**config.mk**
```make
export PLATFORM = sky130hd
export DESIGN_NAME = alu_result_stage
export DESIGN_NICKNAME = d
export VERILOG_FILES = /design/src/rtl/alu_pkg.sv /design/src/rtl/alu_skid_fifo.sv /design/src/rtl/alu_result_stage.sv
export SDC_FILE = /design/constraint.sdc
export NUM_CORES = 1
export LEC_CHECK = 0
export ABC_AREA = 1
export BUFFER_PORTS_ARGS = -buffer_cell sky130_fd_sc_hd__buf_2
export CORE_ASPECT_RATIO = 1.25
export CORE_UTILIZATION = 50
export CTS_BUF_LIST = sky130_fd_sc_hd__clkbuf_8
export CTS_CLUSTER_DIAMETER = 80
export CTS_CLUSTER_SIZE = 24
export DETAILED_ROUTE_END_ITERATION = 10
export GPL_ROUTABILITY_DRIVEN = 0
export PLACE_DENSITY = 0.71
export SLEW_MARGIN = 0
export SYNTH_ARGS = -nofsm -noshare
export SYNTH_HDL_FRONTEND = slang
export SYNTH_HIERARCHICAL = 1
export SYNTH_SLANG_ARGS = --single-unit
export TNS_END_PERCENT = 10
```
**constraint.sdc**
```tcl
create_clock -name clk -period 3.8 [get_ports clk]
set_clock_uncertainty 0.15 [all_clocks]
set_input_delay 0.57 -clock clk [delete_from_list [all_inputs] [get_ports clk]]
set_output_delay 0.57 -clock clk [all_outputs]
set_load 0.1 [all_outputs]
```
**src/rtl/alu_pkg.sv**
```systemverilog
// Shared definitions for the ALU result stage: flag bit positions, flag
// record, entry layout and a helper that sizes a packed entry.
// Entry layout (MSB..LSB): {res, tag, flags[3:0], flag_en}.
package alu_pkg;

    // Bit positions inside a 4-bit {N,Z,C,V} flag vector.
    localparam int FLAG_N  = 3;
    localparam int FLAG_Z  = 2;
    localparam int FLAG_C  = 1;
    localparam int FLAG_V  = 0;
    localparam int FLAGS_W = 4;

    typedef struct packed {
        logic n;
        logic z;
        logic c;
        logic v;
    } flags_t;

    // Entry layout at the default datapath widths; parameterised instances
    // use the same field order, sliced with entry_w() offsets.
    localparam int RES_W_DEF = 16;
    localparam int TAG_W_DEF = 3;

    typedef struct packed {
        logic [RES_W_DEF-1:0] res;
        logic [TAG_W_DEF-1:0] tag;
        flags_t               flags;
        logic                 flag_en;
    } entry_t;

    function automatic int entry_w(input int res_w, input int tag_w);
        return res_w + tag_w + FLAGS_W + 1;
    endfunction

endpackage

```
**src/rtl/alu_skid_fifo.sv**
```systemverilog
// Generic 2-entry FIFO with registered head output and valid/ready on both sides.
// Latency: an entry pushed at edge k is presented on out_dat/out_valid after edge k.
// Backpressure: in_ready = (count < 2), from registered state only; flush empties it.
//
// Ports: clk, rst_n (async active-low), flush (sync discard), in_valid/in_ready/in_dat
// (push side), out_valid/out_ready/out_dat (pop side; out_dat holds when empty).
module alu_skid_fifo #(
    parameter int DW = 8
) (
    input  logic          clk,
    input  logic          rst_n,
    input  logic          flush,
    input  logic          in_valid,
    output logic          in_ready,
    input  logic [DW-1:0] in_dat,
    output logic          out_valid,
    input  logic          out_ready,
    output logic [DW-1:0] out_dat
);

    logic [DW-1:0] mem [2];
    logic [DW-1:0] head_q;
    logic [DW-1:0] head_n;
    logic [1:0]    count;
    logic [1:0]    count_n;
    logic          wr_ptr;
    logic          rd_ptr;
    logic          rd_ptr_n;
    logic          push;
    logic          pop;

    assign in_ready  = (count < 2'd2);
    assign out_valid = (count != 2'd0);
    assign out_dat   = head_q;

    always_comb begin
        push     = in_valid & in_ready & ~flush;
        pop      = out_valid & out_ready & ~flush;
        rd_ptr_n = rd_ptr ^ pop;
        count_n  = count + {1'b0, push} - {1'b0, pop};
        if (flush) begin
            count_n  = 2'd0;
            rd_ptr_n = 1'b0;
        end
        // Head register follows the next head entry; when the FIFO goes
        // empty it keeps the last value shown. The slot being written this
        // cycle is bypassed since mem has not been updated yet.
        head_n = head_q;
        if (count_n != 2'd0) begin
            if (push && (wr_ptr == rd_ptr_n)) begin
                head_n = in_dat;
            end else begin
                head_n = mem[rd_ptr_n];
            end
        end
    end

    always_ff @(posedge clk or negedge rst_n) begin
        if (!rst_n) begin
            for (int i = 0; i < 2; i++) begin
                mem[i] <= '0;
            end
            head_q <= '0;
            count  <= 2'd0;
            wr_ptr <= 1'b0;
            rd_ptr <= 1'b0;
        end else begin
            if (push) begin
                mem[wr_ptr] <= in_dat;
            end
            wr_ptr <= flush ? 1'b0 : (wr_ptr ^ push);
            rd_ptr <= rd_ptr_n;
            count  <= count_n;
            head_q <= head_n;
        end
    end

endmodule

```
**src/rtl/alu_result_stage.sv**
```systemverilog
// ALU result stage: derives N/Z/C/V, buffers results in a 2-entry FIFO, keeps STATUS.
// Latency: result pushed at edge k is valid on out_* after edge k.
// Backpressure: in_ready = (count < 2), independent of out_ready; flush empties the buffer.
//
// Ports: clk, rst_n (async active-low); upstream in_valid/in_ready/in_res/in_c/in_v/
// in_tag/in_flag_en; flush; downstream out_valid/out_ready/out_res/out_tag/out_flags;
// status = architectural {N,Z,C,V}, updated when a flag_en entry is retired.
module alu_result_stage
    import alu_pkg::*;
#(
    parameter int WIDTH = 16,
    parameter int TAG_W = 3
) (
    input  logic             clk,
    input  logic             rst_n,
    input  logic             in_valid,
    output logic             in_ready,
    input  logic [WIDTH-1:0] in_res,
    input  logic             in_c,
    input  logic             in_v,
    input  logic [TAG_W-1:0] in_tag,
    input  logic             in_flag_en,
    input  logic             flush,
    output logic             out_valid,
    input  logic             out_ready,
    output logic [WIDTH-1:0] out_res,
    output logic [TAG_W-1:0] out_tag,
    output logic [3:0]       out_flags,
    output logic [3:0]       status
);

    localparam int EW = entry_w(WIDTH, TAG_W);

    logic [FLAGS_W-1:0] in_flags;
    logic [EW-1:0]      in_entry;
    logic [EW-1:0]      out_entry;
    logic               out_flag_en;
    logic               retire;

    always_comb begin
        in_flags         = '0;
        in_flags[FLAG_N] = in_res[WIDTH-1];
        in_flags[FLAG_Z] = (in_res == '0);
        in_flags[FLAG_C] = in_c;
        in_flags[FLAG_V] = in_v;
    end

    assign in_entry = {in_res, in_tag, in_flags, in_flag_en};

    alu_skid_fifo #(
        .DW(EW)
    ) u_fifo (
        .clk       (clk),
        .rst_n     (rst_n),
        .flush     (flush),
        .in_valid  (in_valid),
        .in_ready  (in_ready),
        .in_dat    (in_entry),
        .out_valid (out_valid),
        .out_ready (out_ready),
        .out_dat   (out_entry)
    );

    assign out_res     = out_entry[EW-1 -: WIDTH];
    assign out_tag     = out_entry[FLAGS_W+1 +: TAG_W];
    assign out_flags   = out_entry[1 +: FLAGS_W];
    assign out_flag_en = out_entry[0];

    // A pop in a flush cycle is discarded, so it must not retire flags.
    assign retire = out_valid & out_ready & ~flush;

    always_ff @(posedge clk or negedge rst_n) begin
        if (!rst_n) begin
            status <= 4'd0;
        end else if (retire && out_flag_en) begin
            status <= out_flags;
        end
    end

endmodule

```
==> results_tabular.tex, run 1 <==
\begin{tabular}{lr}
\hline
Metric & Value \\
\hline
\multicolumn{2}{l}{\textbf{Yosys}} \\
\quad Area share of the leading cell type in the synthesized netlist & 50.9\% \\
\quad Cells after Synth & 495 \\
\quad EDFF count, synth & 0 \\
\quad Post-Syn Area per Cell & 7.95 um\^{}2 \\
\quad Share of synthesized area occupied by flip-flops and latches & 50.9\% \\
\quad Post-synthesis register bit count & 80 \\
\quad Number of unique standard cell types used by synthesis & 26 \\
\quad Async set-or-reset flop fraction in the synthesized netlist & 100\% \\
\quad Net count of the mapped netlist & 526 \\
\quad Number of warning messages in the yosys log & 6 \\
\quad Dominant cells by area after synthesis & sky130\_fd\_sc\_hd\_\_dfrtp\_1 (51\%), sky130\_fd\_sc\_hd\_\_nand2\_1 (13\%), sky130\_fd\_sc\_hd\_\_inv\_1 (7.1\%) \\
\quad Commonest register cell after synthesis & sky130\_fd\_sc\_hd\_\_dfrtp\_1 \\
\quad Library cell occupying the most area in the post-synthesis netlist & sky130\_fd\_sc\_hd\_\_dfrtp\_1 \\
\quad Area of the mapped netlist & 3940 um\^{}2 \\
\multicolumn{2}{l}{\textbf{Finish}} \\
\quad Antenna Cells & 0 \\
\quad Core utilization of the finished layout & about three fifths \\
\quad Fillers & 702 \\
\quad Design area & 4410 um\^{}2 \\
\quad Area overhead of the layout relative to synthesis & 12.0\% \\
\quad Layout cell share with drive strength beyond 1 & 17.2\% \\
\quad Nets & 569 \\
\multicolumn{2}{l}{\textbf{Clock network}} \\
\quad CTS-repair resized insts & 0 \\
\quad TritonCTS clock tree & done \\
\quad H-Tree Level Count & 3 \\
\quad Maximum clock path buffer count & 2 \\
\quad Number of buffers added by the clock tree synthesis step & 9 \\
\quad Clock Root Buffer & sky130\_fd\_sc\_hd\_\_clkbuf\_8 \\
\quad Clock transition at the registers of the reported paths & 0.08 ns \\
\quad Buffers inserted by post-CTS timing repair & 0 \\
\quad Hold-fix buffer count after cts & 0 \\
\quad Clock latency at the later pin of the worst-skew pair & 0.35 ns \\
\quad Sink Count & 80 \\
\multicolumn{2}{l}{\textbf{Timing}} \\
\quad Final cycle utilization of the critical path & 72.5\% \\
\quad Max-slew violation count & 0 \\
\quad Sum Neg Setup Slack & 0 ns \\
\quad Transition time at the pin with the least slew margin & roughly 1 ns \\
\quad Count of endpoints failing hold in the final timing report & 0 \\
\quad Max frequency & 0.363 GHz \\
\quad Rel. slew slack & 33.4\% \\
\quad Crit path time final & approximately 2.8 ns \\
\quad RSZ-0062 raised after global routing & false \\
\quad Setup-failing EPs final & 0 \\
\multicolumn{2}{l}{\textbf{Setup path}} \\
\quad Worst-path maximum fanout & 25 \\
\quad Worst-path cell chain & inv\_2, nand2\_4, nand2\_4, inv\_1, ha\_1, inv\_1, ha\_1, or2\_1, nand3\_2, nand2\_2, inv\_2, nand2\_1, nand2\_1 \\
\quad Worst EP arrival & 2.89 ns \\
\quad Slowest cell delay on critical path & 0.50 ns \\
\quad Critical path class & flop to flop \\
\quad Slowest CP cell & sky130\_fd\_sc\_hd\_\_inv\_2 \\
\quad Family of cells with the greatest summed delay on the critical path & simple AND/OR/NAND/NOR gates \\
\quad Critical path data required time & 3.94 ns \\
\quad Startpoint type of the worst setup path & flop \\
\quad Nature of the critical path endpoint & flop \\
\quad Worst Path Buf+Inv & 4 \\
\multicolumn{2}{l}{\textbf{Drt}} \\
\quad Detail-routed via count per cell & 5.07 \\
\quad Pre-antenna DRT Iters & 4 \\
\quad Final antenna-violating net count & 0 \\
\quad Routed via count & $\sim$3200 \\
\quad Iteration-0 DRC Markers & 208 \\
\quad DRC errors left & 0 \\
\quad Total detailed-routing wirelength & 8210 um \\
\quad Average detailed-routed wire length per instance & 13.0 um \\
\multicolumn{2}{l}{\textbf{Floorplanning}} \\
\quad Die extent in y & 101 um \\
\quad Die footprint & 8230 um\^{}2 \\
\quad I/O pins & 56 \\
\quad Starting density of the core & 52.6\% \\
\quad Width of the die & 81.4 um \\
\quad Number of placement rows & 35 \\
\quad Std-Cell Core Area & 7490 um\^{}2 \\
\multicolumn{2}{l}{\textbf{Placement}} \\
\quad Count of port buffers added during placement & 55 \\
\quad Cell area reported after detailed placement & 4190 um\^{}2 \\
\quad Placed wire-length estimate after detailed placement & between 5000 and 6000 um \\
\multicolumn{2}{l}{\textbf{Min path}} \\
\quad Path category of the worst min-delay check & input port to asynchronous set/reset pin \\
\multicolumn{2}{l}{\textbf{GRT}} \\
\quad Initial antenna violation count & 0 \\
\quad Global Route Usage Sum & about 22\% \\
\quad Overflow left after global routing & 0 \\
\quad Via count of the first global-routing pass & 2970 \\
\quad Global-route wire length before repair & 13800 um \\
\quad Maximum number of pins on one net before global-route repair & between 80 and 90 \\
\multicolumn{2}{l}{\textbf{Job}} \\
\quad Max-cap violations & 0 \\
\multicolumn{2}{l}{\textbf{Pwr}} \\
\quad VDD IR max & 544 uV \\
\quad LEAKAGE & about 2.4 nW \\
\quad Power Dens Cells & 891 nW/um\^{}2 \\
\quad Sum of internal, switching and leakage power & between 3 and 4 mW \\
\multicolumn{2}{l}{\textbf{Status}} \\
\quad Run status & finished clean \\
\hline
\end{tabular}
worst paths after layout:
check	end	cells past startpoint	slack (ns)	startpoint
worst max-delay path	u_fifo/out_dat[16]	13	1.04	u_fifo/count[1]
worst min-delay path	u_fifo/mem[26]	1	0.22	rst_n
worst max register to register	u_fifo/out_dat[16]	13	1.04	u_fifo/count[1]
worst min register to register	u_fifo/out_dat[20]	2	0.33	u_fifo/out_dat[20]
max in group asynchronous	u_fifo/mem[21]	1	2.62	rst_n
min in group clk	u_fifo/mem[25]	3	0.29	in_v
logic make-up after synthesis:
group	share of synthesized area, %
AOI/OAI and AO/OA	10.2
xor gates and xnor gates	0.223
adders and majority gates	1.27
buffers and inverters	11.4
DFF	50.9
and+or+nand+nor	26.0
layout make-up:
type	instances	area (um^2)	share of cell area [%]
multi-input combinational	312	1490	33.7
clock inverter	5	81.3	1.85
timing repair buffer	57	293	6.64
tap	92	115	2.61
inverter	78	293	6.64
clock buffer	10	138	3.12
sequential	80	2000	45.4
state kept, by name, summed over array words and instances, names as in the netlist:
register        flops
u_fifo/wr_ptr       1
status              4
u_fifo/rd_ptr       1
u_fifo/count        2
u_fifo/mem         48
u_fifo/out_dat     24
power by group:
group / total [mW] / switching [mW] / internal [mW]
sequential: 1.34 / 0.165 / 1.18
combinational: 1.90 / 1.54 / 0.354
clock: 0.684 / 0.300 / 0.384
total: 3.93 / 2.01 / 1.92
cells in the mapped netlist, types with 2 or more instances:
cell	number
sky130_fd_sc_hd__nor2_1	31
sky130_fd_sc_hd__nand4_1	2
sky130_fd_sc_hd__inv_2	4
sky130_fd_sc_hd__nand3_2	3
sky130_fd_sc_hd__nand2_1	136
sky130_fd_sc_hd__o21ai_2	6
sky130_fd_sc_hd__nand3_1	49
sky130_fd_sc_hd__clkbuf_1	11
sky130_fd_sc_hd__o21ai_1	8
sky130_fd_sc_hd__buf_6	4
sky130_fd_sc_hd__o21ai_0	38
sky130_fd_sc_hd__buf_8	2
sky130_fd_sc_hd__nand2_2	2
sky130_fd_sc_hd__a21oi_1	24
sky130_fd_sc_hd__buf_2	7
sky130_fd_sc_hd__dfrtp_1	80
sky130_fd_sc_hd__inv_1	74
sky130_fd_sc_hd__nand2_4	3
sky130_fd_sc_hd__ha_1	4
per-stage QoR:
stage	hold slack (ns)	setup slack (ns)	cells
3_3_place_gp	0.310	0.858	619
3_5_place_dp	0.310	0.715	619
2_1_floorplan	0.124	1.02	495
6_report	0.219	1.04	634
5_1_grt	0.292	0.831	634
4_1_cts	0.274	1.01	634
metal layers:
layer / vias to the layer above / wire length [um] / GRT usage, %
met5: - / 0 / 0
met1: 1496 / 3790 / 30.8
met4: 0 / 159 / 9.48
met2: 84 / 3890 / 34.5
li1: 1621 / - / -
met3: 14 / 379 / 2.79
placed cells by master (no fill, tap or decap), drive strengths merged, types with 4 or more instances in the layout:
cell	n
a21oi	24
buf	57
clkbuf	10
dfrtp	80
ha	4
inv	78
nand2	141
nand3	53
nor2	32
o21ai	52
Power figures use the tool's default switching activity.
==> run 2, diff against run 1 <==
- ABC_AREA: 1 -> 0
- clock period: 3.8 -> 2.6 ns (I/O delays scaled with it)
==> run 2 against run 1 <==
Clock power is 29% higher. Highest routed layer unchanged. Worst setup slack worse by 0.76 ns. Sequential power is 51% higher. Largest cell class unchanged. Die area is 1.9% lower. Clock-buffer cell count is 1 lower. Flip-flop and latch count stayed put. Non-clock buffer count is 13 higher. First-iteration DRC count is 31% lower. Final cell count is 24% lower.
==> results_tabular.tex, run 2 <==
\begin{tabular}{lr}
\hline
Metric & Value \\
\hline
\multicolumn{2}{l}{\textbf{Status}} \\
\quad Run status & finished clean \\
\multicolumn{2}{l}{\textbf{Clock network}} \\
\quad Maximum clock path buffer count & 2 \\
\quad Number of buffers added by the clock tree synthesis step & 9 \\
\quad Clock latency at the later pin of the worst-skew pair & 0.35 ns \\
\quad Hold-fix buffer count after cts & 1 \\
\quad CTS-repair resized insts & 0 \\
\quad Buffers inserted by post-CTS timing repair & 0 \\
\quad TritonCTS clock tree & done \\
\quad Sink Count & 80 \\
\quad H-Tree Level Count & 3 \\
\quad Clock transition at the registers of the reported paths & about 0.080 ns \\
\quad Clock Root Buffer & sky130\_fd\_sc\_hd\_\_clkbuf\_8 \\
\multicolumn{2}{l}{\textbf{Floorplanning}} \\
\quad Die footprint & $\sim$8100 um\^{}2 \\
\quad Starting density of the core & 51.8\% \\
\quad Die extent in y & roughly 100 um \\
\quad Width of the die & 80.6 um \\
\quad Number of placement rows & 35 \\
\quad Std-Cell Core Area & 7440 um\^{}2 \\
\quad I/O pins & 56 \\
\multicolumn{2}{l}{\textbf{Setup path}} \\
\quad Slowest CP cell & sky130\_fd\_sc\_hd\_\_dfrtp\_1 \\
\quad Family of cells with the greatest summed delay on the critical path & compound AO/OA/AOI/OAI gates \\
\quad Path length in cells of the critical path & 9 \\
\quad Worst flop-to-flop path endpoint & u\_fifo/out\_dat[17] \\
\quad Worst R2R Setup Slack & 0.28 ns \\
\quad Nature of the critical path endpoint & flop \\
\quad Critical path endpoint & u\_fifo/out\_dat[17] \\
\quad Cell count of the worst reg-to-reg path & 9 \\
\quad Worst-path cell chain & o21ai\_2, nor2\_1, ha\_1, inv\_1, ha\_1, xnor3\_1, a21o\_1, buf\_4, o31ai\_1 \\
\quad Slowest cell delay on critical path & roughly 0.41 ns \\
\quad Worst Path Buf+Inv & 2 \\
\quad Critical path class & flop to flop \\
\quad Worst EP arrival & 2.42 ns \\
\quad Worst-path maximum fanout & 12 \\
\quad Critical Path Start & u\_fifo/count[0] \\
\quad Startpoint type of the worst setup path & flop \\
\quad Launch point of the worst reg-to-reg path & u\_fifo/count[0] \\
\quad Critical path data required time & 2.70 ns \\
\quad Most used cell along the critical path & sky130\_fd\_sc\_hd\_\_ha\_1 \\
\multicolumn{2}{l}{\textbf{GRT}} \\
\quad Initial antenna violation count & 0 \\
\quad Global-route wire length before repair & between 10000 and 15000 um \\
\quad Maximum number of pins on one net before global-route repair & 47 \\
\quad Overflow left after global routing & 0 \\
\quad Global Route Usage Sum & between 20\% and 30\% \\
\quad Via count of the first global-routing pass & 2734 \\
\multicolumn{2}{l}{\textbf{Finish}} \\
\quad Layout cell share with drive strength beyond 1 & 45.2\% \\
\quad Top register by number of flip-flops & u\_fifo/mem \\
\quad Antenna Cells & 0 \\
\quad Core utilization of the finished layout & between 60\% and 70\% \\
\quad Max FFs per register & 48 \\
\quad Commonest non-fill, non-tap cell in the layout & sky130\_fd\_sc\_hd\_\_dfrtp\_1 \\
\quad Area overhead of the layout relative to synthesis & 16.6\% \\
\quad Leading cell types in the layout, fill and taps excluded & sky130\_fd\_sc\_hd\_\_dfrtp\_1 (80), sky130\_fd\_sc\_hd\_\_mux2\_2 (76), sky130\_fd\_sc\_hd\_\_buf\_2 (54) \\
\quad Nets & 419 \\
\multicolumn{2}{l}{\textbf{Timing}} \\
\quad Final cycle utilization of the critical path & between 80\% and 90\% \\
\quad Crit path time final & about 2.3 ns \\
\quad Sum Neg Setup Slack & 0 ns \\
\quad Max frequency & $\sim$0.43 GHz \\
\quad Setup-failing EPs final & 0 \\
\quad Transition time at the pin with the least slew margin & 1.04 ns \\
\quad Max-slew violation count & 0 \\
\quad Rel. slew slack & 30.2\% \\
\quad Count of endpoints failing hold in the final timing report & 0 \\
\quad RSZ-0062 raised after global routing & false \\
\multicolumn{2}{l}{\textbf{Yosys}} \\
\quad Area of the mapped netlist & 3860 um\^{}2 \\
\quad Most instantiated cells after synthesis & sky130\_fd\_sc\_hd\_\_dfrtp\_1 (80), sky130\_fd\_sc\_hd\_\_mux2\_2 (76), sky130\_fd\_sc\_hd\_\_nor2\_1 (53), sky130\_fd\_sc\_hd\_\_nand2\_1 (25), sky130\_fd\_sc\_hd\_\_nor3\_1 (24) \\
\quad EDFF count, synth & 0 \\
\quad Commonest register cell after synthesis & sky130\_fd\_sc\_hd\_\_dfrtp\_1 \\
\quad Number of unique standard cell types used by synthesis & 26 \\
\quad Post-synthesis register bit count & 80 \\
\quad Most repeated cell in the gate-level netlist after synthesis & sky130\_fd\_sc\_hd\_\_dfrtp\_1 \\
\quad Dominant cells by area after synthesis & sky130\_fd\_sc\_hd\_\_dfrtp\_1 (52\%), sky130\_fd\_sc\_hd\_\_mux2\_2 (22\%), sky130\_fd\_sc\_hd\_\_nor2\_1 (5.2\%) \\
\quad Library cell occupying the most area in the post-synthesis netlist & sky130\_fd\_sc\_hd\_\_dfrtp\_1 \\
\quad Async set-or-reset flop fraction in the synthesized netlist & 100\% \\
\quad Cells after Synth & 330 \\
\quad Net count of the mapped netlist & around 360 \\
\quad Area share of the leading cell type in the synthesized netlist & 51.9\% \\
\quad Post-Syn Area per Cell & 11.7 um\^{}2 \\
\quad Share of synthesized area occupied by flip-flops and latches & 51.9\% \\
\quad Number of warning messages in the yosys log & 6 \\
\multicolumn{2}{l}{\textbf{Drt}} \\
\quad Routed via count & roughly 2700 \\
\quad DRC errors left & 0 \\
\quad Final antenna-violating net count & 0 \\
\quad Total detailed-routing wirelength & 8180 um \\
\quad Pre-antenna DRT Iters & 4 \\
\quad Average detailed-routed wire length per instance & roughly 17 um \\
\quad Detail-routed via count per cell & 5.59 \\
\quad Iteration-0 DRC Markers & 143 \\
\multicolumn{2}{l}{\textbf{Placement}} \\
\quad Count of port buffers added during placement & 55 \\
\quad Placed wire-length estimate after detailed placement & 5350 um \\
\multicolumn{2}{l}{\textbf{Pwr}} \\
\quad LEAKAGE & 2.07 nW \\
\quad Portion of total power attributed to sequential cells & 33.2\% \\
\quad Internal power of the cells & 3.12 mW \\
\quad Sum of internal, switching and leakage power & 6.11 mW \\
\quad VDD IR max & 991 uV \\
\quad Proportion of power drawn by combinational gates & 52.4\% \\
\quad Power Dens Cells & roughly 1400 nW/um\^{}2 \\
\quad Sw Pwr & 2.99 mW \\
\quad Clock power frac & 14.4\% \\
\quad Switching portion of total power & 48.9\% \\
\multicolumn{2}{l}{\textbf{Job}} \\
\quad Max-cap violations & 0 \\
\multicolumn{2}{l}{\textbf{Min path}} \\
\quad Path category of the worst min-delay check & input port to flop \\
\hline
\end{tabular}
## run 2: cells by family after synthesis
group                      synth area share (%)
and+or+nand+nor                            13.4
DFF                                        51.9
muxes                                      22.2
buffers and inverters                      3.44
AOI/OAI and AO/OA                          6.39
xor gates and xnor gates                   1.46
adders and majority gates                  1.30
## run 2: final cells by class
class / count / area [um^2]
clock buffer: 9 / 124
clock inverter: 6 / 61.3
fill: 634 / 2950
inverter: 5 / 18.8
multi-input combinational: 222 / 1750
sequential: 80 / 2000
tap: 92 / 115
timing repair buffer: 70 / 430
## run 2: power by group through the flow
stage / logic, mW / clock network, mW / registers [mW]
final: 3.20 / 0.881 / 2.03
after global routing: 3.38 / 0.965 / 2.09
after CTS: 3.22 / 0.905 / 2.03
after detailed placement: 3.21 / 0 / 2.05
after global placement: 3.16 / 0 / 2.03
after floorplan: 1.28 / 0 / 3.38
## run 2: how the worst min path moves through the flow
stage	start	to	slack, ns	cells past startpoint
3_5_place_dp	rst_n	u_fifo/count[1]	0.30	1
3_3_place_gp	rst_n	u_fifo/count[1]	0.29	1
2_1_floorplan	rst_n	status[0]	-0.06	0
4_1_cts	in_tag[2]	u_fifo/mem[31]	0.13	2
5_1_grt	in_tag[2]	u_fifo/mem[31]	0.14	2
6_report	in_tag[2]	u_fifo/mem[31]	0.14	2
## run 2: metrics by stage
step	hold slack, ns	instance area, um^2	setup WS (ns)	instances
after floorplan	-0.0556	3860	0.00287	330
after global placement	0.288	4300	0.284	468
after detailed placement	0.297	4300	0.158	468
after CTS	0.128	4500	0.281	484
after global routing	0.137	4500	0.157	484
final	0.144	4500	0.282	484
## run 2: metal layers
| layer | global-route usage, % | vias to the layer above | wire length [um] |
|---|---|---|---|
| met5 | 0 | - | 0 |
| li1 | - | 1264 | - |
| met3 | 5.09 | 10 | 319 |
| met2 | 39.2 | 59 | 4220 |
| met1 | 28.2 | 1373 | 3530 |
| met4 | 7.97 | 0 | 109 |
==> run 3, diff against run 2 <==
--- a/config.mk
+++ b/config.mk
@@ -17,2 +17,3 @@
 export PLACE_DENSITY = 0.71
+export SETUP_SLACK_MARGIN = 0.05
 export SLEW_MARGIN = 0
--- a/constraint.sdc
+++ b/constraint.sdc
@@ -4,2 +4,2 @@
 set_output_delay 0.39 -clock clk [all_outputs]
-set_load 0.1 [all_outputs]
+set_load 0.005 [all_outputs]
==> run 3 against run 2 <==
Hold slack got worse by 0.0028 ns. Highest routed layer unchanged. Largest power group is now sequential cells. Clock power rose by 15%. Sequential power barely moved. Die area did not move. Critical path depth did not move.
==> results_tabular.tex, run 3 (synthesis gave the netlist of run 2 again) <==
\begin{tabular}{lr}
\hline
Metric & Value \\
\hline
\multicolumn{2}{l}{\textbf{Status}} \\
\quad Run status & finished clean \\
\multicolumn{2}{l}{\textbf{Setup path}} \\
\quad Most used cell along the critical path & sky130\_fd\_sc\_hd\_\_ha\_1 \\
\quad Worst-path cell chain & o21ai\_4, nor2\_1, ha\_1, inv\_1, ha\_1, xnor3\_1, a21o\_1, buf\_12, o31ai\_2 \\
\quad Critical path data required time & 2.71 ns \\
\quad Cell count of the worst reg-to-reg path & 9 \\
\quad Slowest CP cell & sky130\_fd\_sc\_hd\_\_dfrtp\_1 \\
\quad Worst-path maximum fanout & 48 \\
\quad Nature of the critical path endpoint & flop \\
\quad Critical path class & flop to flop \\
\quad Worst Path Buf+Inv & 2 \\
\quad Slowest cell delay on critical path & 0.43 ns \\
\quad Path length in cells of the critical path & 9 \\
\quad Worst EP arrival & 2.52 ns \\
\quad Startpoint type of the worst setup path & flop \\
\quad Family of cells with the greatest summed delay on the critical path & compound AO/OA/AOI/OAI gates \\
\multicolumn{2}{l}{\textbf{Floorplanning}} \\
\quad Width of the die & just over 80 um \\
\quad Die extent in y & 100 um \\
\quad Starting density of the core & 51.8\% \\
\quad I/O pins & 56 \\
\quad Number of placement rows & 35 \\
\quad Std-Cell Core Area & 7440 um\^{}2 \\
\quad Die footprint & 8080 um\^{}2 \\
\multicolumn{2}{l}{\textbf{Pwr}} \\
\quad Portion of total power attributed to sequential cells & 42.3\% \\
\quad Proportion of power drawn by combinational gates & 36.5\% \\
\quad VDD IR max & 495 uV \\
\quad Internal power of the cells & 3.22 mW \\
\quad Sw Pwr & about 1.5 mW \\
\quad Power Dens Cells & about 1100 nW/um\^{}2 \\
\quad Switching portion of total power & 32.5\% \\
\quad LEAKAGE & 2.08 nW \\
\quad Clock power frac & between 20\% and 30\% \\
\multicolumn{2}{l}{\textbf{Timing}} \\
\quad RSZ-0062 raised after global routing & true \\
\quad Final cycle utilization of the critical path & approximately 93\% \\
\quad Rel. slew slack & between 60\% and 70\% \\
\quad Count of endpoints failing hold in the final timing report & 0 \\
\quad Max-slew violation count & 0 \\
\quad Transition time at the pin with the least slew margin & 0.470 ns \\
\quad Max frequency & between 0.4 and 0.5 GHz \\
\quad Crit path time final & 2.41 ns \\
\quad Setup-failing EPs final & 0 \\
\quad Sum Neg Setup Slack & 0 ns \\
\multicolumn{2}{l}{\textbf{GRT}} \\
\quad Overflow left after global routing & 0 \\
\quad Via count of the first global-routing pass & 2741 \\
\quad Initial antenna violation count & 0 \\
\quad Global-route wire length before repair & 13700 um \\
\quad Global Route Usage Sum & 22.7\% \\
\quad Met1 Resource Use GR & between 20\% and 30\% \\
\quad Most Used Layer, Global Route & met2 \\
\quad Maximum number of pins on one net before global-route repair & 49 \\
\quad Met3 capacity usage during global routing & 3.82\% \\
\quad Met2 GRT Util & roughly two fifths \\
\multicolumn{2}{l}{\textbf{Finish}} \\
\quad Leading cell types in the layout, fill and taps excluded & sky130\_fd\_sc\_hd\_\_dfrtp\_1 (80), sky130\_fd\_sc\_hd\_\_mux2\_2 (76), sky130\_fd\_sc\_hd\_\_buf\_2 (54) \\
\quad Area overhead of the layout relative to synthesis & 17.7\% \\
\quad Layout cell share with drive strength beyond 1 & 45.6\% \\
\quad Core utilization of the finished layout & roughly three fifths \\
\quad Top register by number of flip-flops & u\_fifo/mem \\
\quad Commonest non-fill, non-tap cell in the layout & sky130\_fd\_sc\_hd\_\_dfrtp\_1 \\
\quad Nets & about 420 \\
\quad Antenna Cells & 0 \\
\quad Max FFs per register & 48 \\
\quad Fillers & 617 \\
\multicolumn{2}{l}{\textbf{Placement}} \\
\quad Count of port buffers added during placement & 55 \\
\quad Placed wire-length estimate after detailed placement & 5100 um \\
\multicolumn{2}{l}{\textbf{Clock network}} \\
\quad TritonCTS clock tree & done \\
\quad Sink Count & 80 \\
\quad Number of buffers added by the clock tree synthesis step & 9 \\
\quad Clock Root Buffer & sky130\_fd\_sc\_hd\_\_clkbuf\_8 \\
\quad Clock latency at the later pin of the worst-skew pair & around 0.35 ns \\
\quad Buffers inserted by post-CTS timing repair & 0 \\
\quad Maximum clock path buffer count & 2 \\
\quad Clock transition at the registers of the reported paths & 0.09 ns \\
\quad H-Tree Level Count & 3 \\
\multicolumn{2}{l}{\textbf{Drt}} \\
\quad Iteration-0 DRC Markers & 142 \\
\quad Final antenna-violating net count & 0 \\
\quad Average detailed-routed wire length per instance & about 17 um \\
\quad DRC errors left & 0 \\
\quad Routed via count & 2659 \\
\quad Detail-routed via count per cell & 5.52 \\
\quad Total detailed-routing wirelength & 8120 um \\
\quad Pre-antenna DRT Iters & 6 \\
\multicolumn{2}{l}{\textbf{Min path}} \\
\quad Instance count along the most critical hold path & 2 \\
\quad Path category of the worst min-delay check & input port to flop \\
\multicolumn{2}{l}{\textbf{Job}} \\
\quad Max-cap violations & 0 \\
\hline
\end{tabular}
## run 3: final timing paths
path	startpoint	end	slack [ns]
worst max-delay path	u_fifo/count[0]	u_fifo/out_dat[9]	0.19
worst min-delay path	in_tag[1]	u_fifo/mem[30]	0.14
worst max register to register	u_fifo/count[0]	u_fifo/out_dat[9]	0.19
worst min register to register	u_fifo/out_dat[5]	u_fifo/out_dat[5]	0.33
max in group asynchronous	rst_n	u_fifo/out_dat[9]	1.31
min in group asynchronous	rst_n	u_fifo/count[0]	0.38
## run 3: per-layer routing
metal  up-vias  routed length [um]
met5         -                   0
met4         0                  78
met3         6                 291
met2        58                4140
met1      1327                3620
li1       1268                   -
## run 3: power groups by stage
stage                     combinational [mW]  sequential, mW  clock [mW]
final                                   1.74            2.02        1.01
after global routing                    1.93            2.10        1.07
after CTS                               1.74            2.02        1.03
after detailed placement                1.73            2.04           0
after global placement                  1.68            2.03           0
after floorplan                         1.21            2.01           0
## run 3: repair_timing
item | CTS | global route
hold endpoints to repair | 34 | 0
hold buffers | 1 | 0
gates resized for setup | 0 | 3
setup endpoints to repair | 0 | 18
## run 3: stage by stage
step	power, mW	cell area, um^2	std cells	setup slack (ns)	hold slack [ns]
after floorplan	3.22	3870	330	0.0652	-0.0556
final	4.77	4540	482	0.189	0.141
after global routing	5.10	4540	482	0.0152	0.150
after global placement	3.70	4300	465	0.270	0.223
after detailed placement	3.78	4300	465	0.114	0.227
after CTS	4.79	4530	482	0.125	0.130
## run 3: final cells by class
type	count	area, um^2	share of cell area [%]
tap	92	115	2.53
timing repair buffer	67	420	9.25
multi-input combinational	222	1770	38.9
sequential	80	2000	44.1
clock buffer	9	124	2.73
inverter	5	18.8	0.413
clock inverter	7	95.1	2.09
